File: src/rtl/btn_debounce_if.sv
`default_nettype none
// ============================================================================
// Module      : btn_debounce_if
// Description : Button inputs and increment-pulse outputs of the two-channel
//               push-button debouncer (hour and minute set buttons).
// Revision    : 1.0 - initial release
// ============================================================================
interface btn_debounce_if;
    logic hour_btn;
    logic min_btn;
    logic hour_inc;
    logic min_inc;

    // Button source / pulse consumer side
    modport master (
        output hour_btn,
        output min_btn,
        input  hour_inc,
        input  min_inc
    );

    // Debouncer side
    modport slave (
        input  hour_btn,
        input  min_btn,
        output hour_inc,
        output min_inc
    );
endinterface
`default_nettype wire

File: src/rtl/btn_debounce.sv
`default_nettype none
// ============================================================================
// Module      : btn_debounce
// Description : Two independent push-button debouncers (hour, min). Each raw
//               button is synchronized, debounced and turned into one-cycle
//               registered increment pulses. Optional auto-repeat while held
//               is enabled by defining the macro BTN_AUTOREPEAT_EN.
// Revision    : 1.0 - initial release
// ============================================================================
module btn_debounce #(
    parameter int CLOCK_RATE  = 1000,
    parameter int DEBOUNCE_MS = 20,
    parameter int HOLD_MS     = 1000,
    parameter int REPEAT_MS   = 250
) (
    input  wire           clk,
    input  wire           reset,
    btn_debounce_if.slave bus
);

    // Cycle counts derived from the clock rate
    localparam int          c_N_DEB     = CLOCK_RATE * DEBOUNCE_MS / 1000;
    localparam int          c_N_HOLD    = CLOCK_RATE * HOLD_MS / 1000;
    localparam int          c_N_REP     = CLOCK_RATE * REPEAT_MS / 1000;
    localparam logic [15:0] c_DEB_LAST  = 16'(c_N_DEB - 1);
`ifdef BTN_AUTOREPEAT_EN
    localparam logic [15:0] c_HOLD_LAST = 16'(c_N_HOLD - 1);
    localparam logic [15:0] c_REP_LAST  = 16'(c_N_REP - 1);
`endif
    localparam logic [15:0] c_CNT_MAX   = 16'hFFFF;

    // A count below 2 would allow back-to-back pulses
    if (c_N_DEB < 2 || c_N_HOLD < 2 || c_N_REP < 2) begin : g_param_check
        $error("btn_debounce: derived cycle counts must all be >= 2");
    end

`ifdef BTN_AUTOREPEAT_EN
    typedef enum logic [2:0] {
        IDLE        = 3'd0,
        DEB_PRESS   = 3'd1,
        HELD        = 3'd2,
        DEB_RELEASE = 3'd3,
        REPEAT      = 3'd4
    } state_t;
`else
    typedef enum logic [2:0] {
        IDLE        = 3'd0,
        DEB_PRESS   = 3'd1,
        HELD        = 3'd2,
        DEB_RELEASE = 3'd3
    } state_t;
`endif

    // Bit 0 = hour channel, bit 1 = min channel
    logic [1:0] w_raw;
    logic [1:0] r_meta;
    logic [1:0] r_sync;
    logic [1:0] w_inc;

    assign w_raw = {bus.min_btn, bus.hour_btn};

    // Two-flop synchronizer in front of all channel logic
    always_ff @(posedge clk or posedge reset) begin
        if (reset) begin
            r_meta <= 2'b00;
            r_sync <= 2'b00;
        end else begin
            r_meta <= w_raw;
            r_sync <= r_meta;
        end
    end

    for (genvar gi = 0; gi < 2; gi++) begin : g_ch
        state_t      r_state;
        state_t      w_state_nxt;
        logic [15:0] r_cnt;
        logic [15:0] w_cnt_nxt;
        logic [15:0] w_cnt_inc;
        logic        w_pulse;
        logic        r_inc;

        // Counter advance that sticks at full scale instead of wrapping
        assign w_cnt_inc = (r_cnt == c_CNT_MAX) ? r_cnt : (r_cnt + 16'd1);

        // State, shared counter and registered increment pulse
        always_ff @(posedge clk or posedge reset) begin
            if (reset) begin
                r_state <= IDLE;
                r_cnt   <= 16'd0;
                r_inc   <= 1'b0;
            end else begin
                r_state <= w_state_nxt;
                r_cnt   <= w_cnt_nxt;
                r_inc   <= w_pulse;
            end
        end

        // Next-state, counter and pulse decode; one counter serves every state
        always_comb begin
            w_state_nxt = r_state;
            w_cnt_nxt   = r_cnt;
            w_pulse     = 1'b0;
            case (r_state)
                IDLE: begin
                    if (r_sync[gi]) begin
                        w_state_nxt = DEB_PRESS;
                        w_cnt_nxt   = 16'd0;
                    end
                end
                DEB_PRESS: begin
                    if (!r_sync[gi]) begin
                        w_state_nxt = IDLE;
                        w_cnt_nxt   = 16'd0;
                    end else if (r_cnt >= c_DEB_LAST) begin
                        w_state_nxt = HELD;
                        w_cnt_nxt   = 16'd0;
                        w_pulse     = 1'b1;
                    end else begin
                        w_cnt_nxt   = w_cnt_inc;
                    end
                end
                HELD: begin
                    if (!r_sync[gi]) begin
                        // The low sample that leaves HELD counts toward release
                        w_state_nxt = DEB_RELEASE;
                        w_cnt_nxt   = 16'd1;
`ifdef BTN_AUTOREPEAT_EN
                    end else if (r_cnt >= c_HOLD_LAST) begin
                        w_state_nxt = REPEAT;
                        w_cnt_nxt   = 16'd0;
                        w_pulse     = 1'b1;
                    end else begin
                        w_cnt_nxt   = w_cnt_inc;
`endif
                    end
                end
`ifdef BTN_AUTOREPEAT_EN
                REPEAT: begin
                    if (!r_sync[gi]) begin
                        w_state_nxt = DEB_RELEASE;
                        w_cnt_nxt   = 16'd1;
                    end else if (r_cnt >= c_REP_LAST) begin
                        w_cnt_nxt   = 16'd0;
                        w_pulse     = 1'b1;
                    end else begin
                        w_cnt_nxt   = w_cnt_inc;
                    end
                end
`endif
                DEB_RELEASE: begin
                    if (r_sync[gi]) begin
                        // Bounce during release: back to held, hold time restarts
                        w_state_nxt = HELD;
                        w_cnt_nxt   = 16'd0;
                    end else if (r_cnt >= c_DEB_LAST) begin
                        w_state_nxt = IDLE;
                        w_cnt_nxt   = 16'd0;
                    end else begin
                        w_cnt_nxt   = w_cnt_inc;
                    end
                end
                default: begin
                    w_state_nxt = IDLE;
                    w_cnt_nxt   = 16'd0;
                end
            endcase
        end

        assign w_inc[gi] = r_inc;
    end

    assign bus.hour_inc = w_inc[0];
    assign bus.min_inc  = w_inc[1];

endmodule
`default_nettype wire

File: src/flat_wrapper.sv
// flat-port wrapper written by rule: the top's interface ports become plain ports
module btn_debounce_flat 
#(
    parameter int CLOCK_RATE  = 1000,
    parameter int DEBOUNCE_MS = 20,
    parameter int HOLD_MS     = 1000,
    parameter int REPEAT_MS   = 250
)
  (clk, reset, bus_hour_btn, bus_min_btn, bus_hour_inc, bus_min_inc);
  btn_debounce_if bus_i ();
  input  wire clk;
  input  wire reset;
  input wire logic [$bits(bus_i.hour_btn)-1:0] bus_hour_btn;
  input wire logic [$bits(bus_i.min_btn)-1:0] bus_min_btn;
  output wire logic [$bits(bus_i.hour_inc)-1:0] bus_hour_inc;
  output wire logic [$bits(bus_i.min_inc)-1:0] bus_min_inc;
  assign bus_i.hour_btn = bus_hour_btn;
  assign bus_i.min_btn = bus_min_btn;
  assign bus_hour_inc = bus_i.hour_inc;
  assign bus_min_inc = bus_i.min_inc;
  btn_debounce #(.CLOCK_RATE(CLOCK_RATE), .DEBOUNCE_MS(DEBOUNCE_MS), .HOLD_MS(HOLD_MS), .REPEAT_MS(REPEAT_MS)) u_core (.clk(clk), .reset(reset), .bus(bus_i));
endmodule
File: config.mk
export PLATFORM = sky130hd
export DESIGN_NAME = btn_debounce_flat
export DESIGN_NICKNAME = d
export VERILOG_FILES = /design/src/rtl/btn_debounce_if.sv /design/src/rtl/btn_debounce.sv /design/src/flat_wrapper.sv
export SDC_FILE = /design/constraint.sdc
export NUM_CORES = 1
export LEC_CHECK = 0
export ABC_AREA = 1
export CAP_MARGIN = 25
export CORE_MARGIN = 1.5
export CORE_UTILIZATION = 50
export CTS_CLUSTER_SIZE = 12
export DETAILED_ROUTE_END_ITERATION = 12
export GPL_ROUTABILITY_DRIVEN = 0
export PLACE_DENSITY = 0.78
export SYNTH_ARGS = -nofsm -noshare
export SYNTH_HDL_FRONTEND = slang
export SYNTH_SLANG_ARGS = --single-unit
File: constraint.sdc
create_clock -name clk -period 1.8 [get_ports clk]
set_clock_uncertainty 0.2 [all_clocks]
set_input_delay 0.27 -clock clk [delete_from_list [all_inputs] [get_ports clk]]
set_output_delay 0.27 -clock clk [all_outputs]
set_load 0.02 [all_outputs]
After elaboration in Yosys (flattened, before gate mapping)

Cells that the tools add are included.

Output and inout port bits: 2
Input bits: 4
Word-level logic and storage cells: 68
Bits in registers: 44

Equality and inequality tests: 16
Reduce and logical (&&, ||, !) cells: 6
$add $sub $neg: 2
Mux-type cells: 34
Magnitude comparators: 2

Operator list:

| operator                | count |
|---|---|
| $mux W16                | 12 |
| $pmux W16 S4            | 2 |
| $mux W3                 | 12 |
| $add A16 B1 Y16 const B | 2 |
| $eq A16 B16 Y1 const B  | 2 |
| $ge A16 B5 Y1 const B   | 2 |
| $pmux W3 S4             | 2 |
| $eq A3 B2 Y1 const B    | 4 |
| $reduce_and A4 Y1       | 2 |
| $eq A3 B1 Y1 const B    | 2 |
| $logic_not A3 Y1        | 2 |
| $mux W1                 | 6 |
| $ne A3 B1 Y1 const B    | 2 |
| $ne A3 B3 Y1 const B    | 2 |
| $ne A2 B1 Y1 const B    | 2 |
| $ne A2 B2 Y1 const B    | 2 |
| $reduce_and A2 Y1       | 2 |

Depth between registers and ports, before layout

Gate-level depths: netlist of run 1.

Depth after elaboration: 5
Mapped depth: 10
Gate-level depth less buffers: 10

Worst setup path after synthesis of run 1

Ideal clock, no wire load.

Path type: register to register
Start: reg u_core.g_ch[0].r_cnt[0]
End: reg u_core.g_ch[0].r_cnt[1]
Stages on the path, launching flop included: 10
Setup time: 0.120 ns
Data arrival time: 1.233 ns
Buffers on the path: 0
Data required time: 1.480 ns
Path slack: 0.247 ns
Clock period less this slack: 1.553 ns
Path through: dfrtp_1 ha_1 nand2_1 nor2_1 nand2_1 clkinv_1 nand3_1 nand2_1 o21ai_0 nor2_1

Cells in the longest elaborated chain, start to end: 5
Elaborated cells between the ends (all ways): 8
Those cells by class: 1 x add/sub; 1 x order compare; 1 x eq/ne; 5 x mux

Ends and longest elaborated chain:

| item                                              | line                                     | text |
|---|---|---|
| start: declaration                                | btn_debounce.sv:76                       | `logic [15:0] r_cnt;` |
| start signal: assignment                          | btn_debounce.sv:93                       | `r_cnt <= w_cnt_nxt;` |
| $add A16 B1 Y16 or $eq A16 B16 Y1 (tied branches) | btn_debounce.sv:83                       | `assign w_cnt_inc = (r_cnt == c_CNT_MAX) ? r_cnt : (r_cnt + 16'd1);` |
| $mux W16                                          | btn_debounce.sv:83                       |  |
| $mux W16 (*)                                      | btn_debounce.sv:114, btn_debounce.sv:155 |  |
| $mux W16 (on tied branches)                       | btn_debounce.sv:151, btn_debounce.sv:111 |  |
| $pmux W16 S4 (*)                                  | btn_debounce.sv:103                      | `case (r_state)` |

Mark *: on every way between the ends. The rest lies on a longest branch, timed or not.
A chain may end at the register's enable or synchronous reset.

Worst setup path in the final report of run 1

Ends and elaborated chain as after synthesis.

==> results of run 1 <==
power by group through the flow:
stage / clock [mW] / sequential (mW) / combinational, mW
finish: 0.907 / 1.16 / 0.757
global route: 0.966 / 1.18 / 0.865
CTS: 0.923 / 1.16 / 0.690
detailed placement: 0 / 1.18 / 0.688
global placement: 0 / 1.17 / 0.667
floorplan: 0 / 1.13 / 0.564
path summary, 6_finish.rpt:
path / startpoint / endpoint / slack, ps / cells past startpoint
worst max-delay path: u_core.g_ch[0].r_cnt[0] / u_core.g_ch[0].r_cnt[1] / 50 / 8
worst min-delay path: reset / u_core.g_ch[0].r_cnt[9] / 120 / 3
worst max register to register: u_core.g_ch[0].r_cnt[0] / u_core.g_ch[0].r_cnt[1] / 50 / 8
worst min register to register: u_core.r_meta[1] / u_core.r_sync[1] / 160 / 0
max in group asynchronous: reset / u_core.r_meta[1] / 1070 / 3
min in group clk: u_core.r_meta[1] / u_core.r_sync[1] / 160 / 0
routing by layer:
layer | routed length (µm) | part of all wire [%] | up-vias | GRT usage (%)
li1 | - | - | 757 | -
met1 | 1710 | 47 | 715 | 22.75
met2 | 1767 | 48 | 15 | 31.76
met3 | 83 | 2.3 | 8 | 4.623
met4 | 86 | 2.4 | 0 | 9.375
met5 | 0 | 0 | - | 0
state kept, by name (all words and copies together), names as in the netlist, named ones only:
name	cells
u_core.g_ch.r_cnt	32
u_core.g_ch.r_state	2
u_core.r_meta	2
u_core.r_sync	2
u_core.bus.hour_inc	1
u_core.bus.min_inc	1
timing repair:
item | in CTS | in global routing
setup endpoints to repair | 0 | 6
hold buffers | 0 | 0
setup buffers | 0 | 3
resized for setup | 0 | 6
kinds of logic after synthesis:
logic type,synth area share [%]
buffers and inverters,10.14
adder cells (fa/ha/maj),1.292
AO/OA/AOI/OAI,5.749
flip-flops,54.26
AND/OR/NAND/NOR,28.55
metrics by stage:
| step | instance area, µm² | TNS, ps | worst slack [ps] | hold WS, ps |
|---|---|---|---|---|
| finish | 2257 | 0 | 53.32 | 123.8 |
| CTS | 2212 | 0 | 38.98 | 136.7 |
| global route | 2257 | -87.88 | -50.79 | 156.2 |
| global placement | 2069 | 0 | 116.1 | 131.7 |
| floorplan | 1937 | 0 | 247.2 | 101.4 |
| detailed placement | 2069 | 0 | 65.04 | 136.4 |
cells in the final DEF (no fill, tap or decap), types with 4 or more instances in the layout:
cell             count
nand2_1             54
clkdlybuf4s50_1      5
dfrtp_1             42
nor2_1              46
o21ai_0              4
nand3_1             13
nand4_1              4
inv_1               43
buf_4                6
clkbuf_8             6
critical path, cell delays in order, from the launching register on:
cell     delay (ps)
dfrtp_1         420
ha_2            210
inv_1            70
nand2_1          80
o21ai_2         230
nand4_4         170
nand2_2         120
inv_1            70
nor2_1          120
cell type report:
class | instances | area share [%]
multi-input cells | 147 | 31.54
inverters | 47 | 7.816
clock buffers | 6 | 3.659
well taps | 48 | 2.661
clock inverters | 2 | 2.661
repair buffers | 12 | 5.100
flip-flops and latches | 42 | 46.56
==> out/metrics.yaml, run 1 <==
n_fill_cell: 321
nNetsFinal: 261
status: "complete, no violations"
required_ps: 1830
synth_top_cells_by_count: "55 x nand2_1, 46 x nor2_1, 43 x inv_1"
via_per_inst: 4.918
yosys-top-cells-area: "dfrtp_1 54%, nand2_1 11%, nor2_1 8.9%, inv_1 8.3%, nand3_1 3.6%"
ys.flop_type: "dfrtp_1"
finish.utilization_pct: 61.19
diodes: 0
max_slew_margin_pct: 76.23
cts-buffers-inserted: 5
num_rows: 22
synth_largest_area_cell: "dfrtp_1"
p_int_mw: 1.927
ys_ff_latch: 42
track_usage_pct: 18.94
layout-drive-gt1-share_pct: 12.11
start_util_pct: 52.51
dp_cells: 293
worstPathArrival_ps: 1780
finalCritPeriodShare_pct: 97.04
portBuffers: 5
critPathKind: "flop to flop"
maxCapViolations: 0
cts_root_buf: "clkbuf_8"
coreArea_um2: 3689
yosysSeqAreaShare_pct: 54.26
cts.htree.levels: 2
synth_edf_count: 0
hold_violations: 0
cts.sinks: 42
cp-end-kind: "flop"
synth_cell_types: 25
worst_slew_pin_slew_ps: 355.2
syn_to_final_growth_pct: 16.54
p_seq_share_pct: 41.1
avgSynthCellArea_um2: 8.104
drt_iter0_drc: 92
dieWidth_um: 65.24
fp.dieH_um: 65.24
grt_max_degree: 43
routed_wl_um: 3648
setup_violations: 0
hold_class: "primary input to async pin"
dp_hpwl_um: 2491
synth_nets: 245
fin_cells: 304
regArea_um2: 1051
fmax_mhz: 572.5
slew_viol_final: 0
synth_area_um2: 1937
clock_latency_ps: 300
period_needed_ps: 1747
cts_tree: "yes"
die-area_um2: 4256
clock_path_buffers: 2
synthArstFlopShare_pct: 100.0
cts.reportedPaths.clkPinSlew_ps: 80
start_kind: "flop"
p_clk_share_pct: 32.1
p_sw_share_pct: 31.83
antenna_found_initial: 0
drc: 0
route.vias.total: 1495
synth_top_area_share_pct: 54.26
ant_nets: 0
powerDensity_nw_per_um2: 1252
avgRoutedWirePerCell_um: 12.00
yosys_warnings: 0
grt_pass1_wl_um: 6072
p_sw_mw: 0.8997
grt-ovfl-total: 0
ir_drop_mv: 0.8585
p_leak_nw: 1.119
cp_max_fo: 5
power_mw: 2.827
syn_inst: 239
drtPass1Iterations: 4
multi_input_area_um2: 711.9
io_pins: 6
yosysMostFrequentCell: "nand2_1"
grt_pass1_vias: 1450
p_comb_share_pct: 26.8
Power figures use the tool's default switching activity.
==> inputs of run 2 (changes only) <==
--- a/config.mk
+++ b/config.mk
@@ -13,6 +13,7 @@
 export DETAILED_ROUTE_END_ITERATION = 12
 export GPL_ROUTABILITY_DRIVEN = 0
 export PLACE_DENSITY = 0.78
+export SETUP_SLACK_MARGIN = 0.05
 export SYNTH_ARGS = -nofsm -noshare
 export SYNTH_HDL_FRONTEND = slang
 export SYNTH_SLANG_ARGS = --single-unit
==> out/metrics.yaml, run 2 (synthesis gave the netlist of run 1 again) <==
power_mw: 2.838
num_rows: 22
ctsHoldBuffers: 0
r2r-end: "u_core.g_ch[0].r_cnt[1]"
drt_iter0_drc: 71
r2r-start: "u_core.g_ch[0].r_cnt[0]"
cts.reportedPaths.clkPinSlew_ps: 80
avgRoutedWirePerCell_um: 11.98
die-area_um2: 4256
nNetsFinal: 260
syn_to_final_growth_pct: 16.41
clock_latency_ps: 300
largest_register_ffs: 32
p_sw_mw: 0.9031
cts.sinks: 42
r2r.worst_path.cells: 8
cp-end-kind: "flop"
period_needed_ps: 1743
p_comb_share_pct: 26.9
p_int_mw: 1.935
top_register: "u_core.g_ch.r_cnt"
clock_path_buffers: 2
slew_viol_final: 0
regToRegSetupSlack_ps: 60
layout-drive-gt1-share_pct: 12.55
hold_slack_ps: 120.8
powerDensity_nw_per_um2: 1259
hold_class: "primary input to async pin"
grt_pass1_wl_um: 6065
antenna_found_initial: 0
routed_wl_um: 3630
grt_pass1_vias: 1450
cts-buffers-inserted: 5
fmax_mhz: 573.8
critPathKind: "flop to flop"
route.vias.total: 1487
placed_area_um2: 2069
mostFrequentLayoutCells: "54 x nand2_1, 45 x nor2_1, 43 x inv_1"
dieWidth_um: 65.24
ir_drop_mv: 0.8608
dp_hpwl_um: 2491
hold_violations: 0
ant_nets: 0
fp.dieH_um: 65.24
layout_commonest_cell: "nand2_1"
diodes: 0
max_slew_margin_pct: 76.91
status: "complete, no violations"
p_seq_share_pct: 41.1
portBuffers: 5
grt_setup_unrepaired: "yes"
drtPass1Iterations: 4
coreArea_um2: 3689
p_clk_share_pct: 32.0
setup_violations: 0
via_per_inst: 4.908
cp_max_fo: 5
io_pins: 6
track_usage_pct: 18.94
drc: 0
finalCritPeriodShare_pct: 96.82
maxCapViolations: 0
p_leak_nw: 1.113
start_kind: "flop"
required_ps: 1830
grt_max_degree: 43
p_sw_share_pct: 31.82
cts_root_buf: "clkbuf_8"
start_util_pct: 52.51
stdcell_area_um2: 2255
cts.htree.levels: 2
worst_slew_pin_slew_ps: 345.1
cts_tree: "yes"
worstPathArrival_ps: 1770
grt-ovfl-total: 0
==> run 2: critical path, stage by stage, from the launching register on <==
cell     delay [ps]
dfrtp_1         420
ha_2            210
inv_1            60
nand2_1          80
o21ai_2         240
nand4_4         170
nand2_2         110
inv_1            70
nor2_1          120
==> run 2: power groups by stage <==
| stage | sequential (mW) | combinational [mW] | clock (mW) |
|---|---|---|---|
| 2_1_floorplan | 1.13 | 0.564 | 0 |
| 3_3_place_gp | 1.17 | 0.667 | 0 |
| 3_5_place_dp | 1.18 | 0.688 | 0 |
| 4_1_cts | 1.16 | 0.692 | 0.923 |
| 5_1_grt | 1.18 | 0.873 | 0.966 |
| 6_report | 1.17 | 0.765 | 0.908 |
==> run 2: how the worst max path moves through the flow <==
stage | start | end | slack, ps
2_1_floorplan | u_core.g_ch[0].r_cnt[0] | u_core.g_ch[0].r_cnt[1] | 250
3_3_place_gp | u_core.g_ch[0].r_cnt[0] | u_core.g_ch[0].r_cnt[1] | 120
3_5_place_dp | u_core.g_ch[0].r_cnt[0] | u_core.g_ch[0].r_cnt[1] | 70
4_1_cts | u_core.g_ch[0].r_cnt[0] | u_core.g_ch[0].r_cnt[1] | 90
5_1_grt | u_core.g_ch[0].r_cnt[0] | u_core.g_ch[0].r_cnt[1] | -30
6_report | u_core.g_ch[0].r_cnt[0] | u_core.g_ch[0].r_cnt[1] | 60
==> run 2: cell type report <==
type	count	area, µm²
inverters	47	176.4
multi-input cells	147	716.9
well taps	48	60.06
clock inverters	2	60.06
repair buffers	11	107.6
flip-flops and latches	42	1051
fillers	321	1434
clock buffers	6	82.58
==> run 2: timing repair <==
item / in CTS / in global routing
resized for setup: 2 / 6
endpoints found under the setup margin: 1 / 10
setup buffers: 0 / 2
pin swaps: 0 / 3
==> run 2: metal layers <==
layer / track usage, % / vias to the layer above / share of wire [%]
li1: - / 753 / -
met1: 22.64 / 706 / 47
met2: 31.89 / 20 / 48
met3: 4.623 / 8 / 2.3
met4: 9.375 / 0 / 2.6
met5: 0 / - / 0
==> run 2: metrics by stage <==
stage | worst slack [ps] | util [%] | setup TNS, ps | instances
after detailed placement | 65.04 | 56.11 | 0 | 293
after CTS | 85.76 | 60.21 | 0 | 301
after global placement | 116.1 | 56.11 | 0 | 293
after floorplan | 247.2 | - | 0 | 239
final | 57.29 | 61.13 | 0 | 303
after global routing | -29.49 | 61.13 | -45.29 | 303
==> inputs of run 3 (changes only) <==
--- a/config.mk
+++ b/config.mk
@@ -14,6 +14,7 @@
 export GPL_ROUTABILITY_DRIVEN = 0
 export PLACE_DENSITY = 0.78
 export SETUP_SLACK_MARGIN = 0.05
+export SLEW_MARGIN = 20
 export SYNTH_ARGS = -nofsm -noshare
 export SYNTH_HDL_FRONTEND = slang
 export SYNTH_SLANG_ARGS = --single-unit
==> results of run 3 <==
Final layout, timing and power as in run 2 (identical DEF).
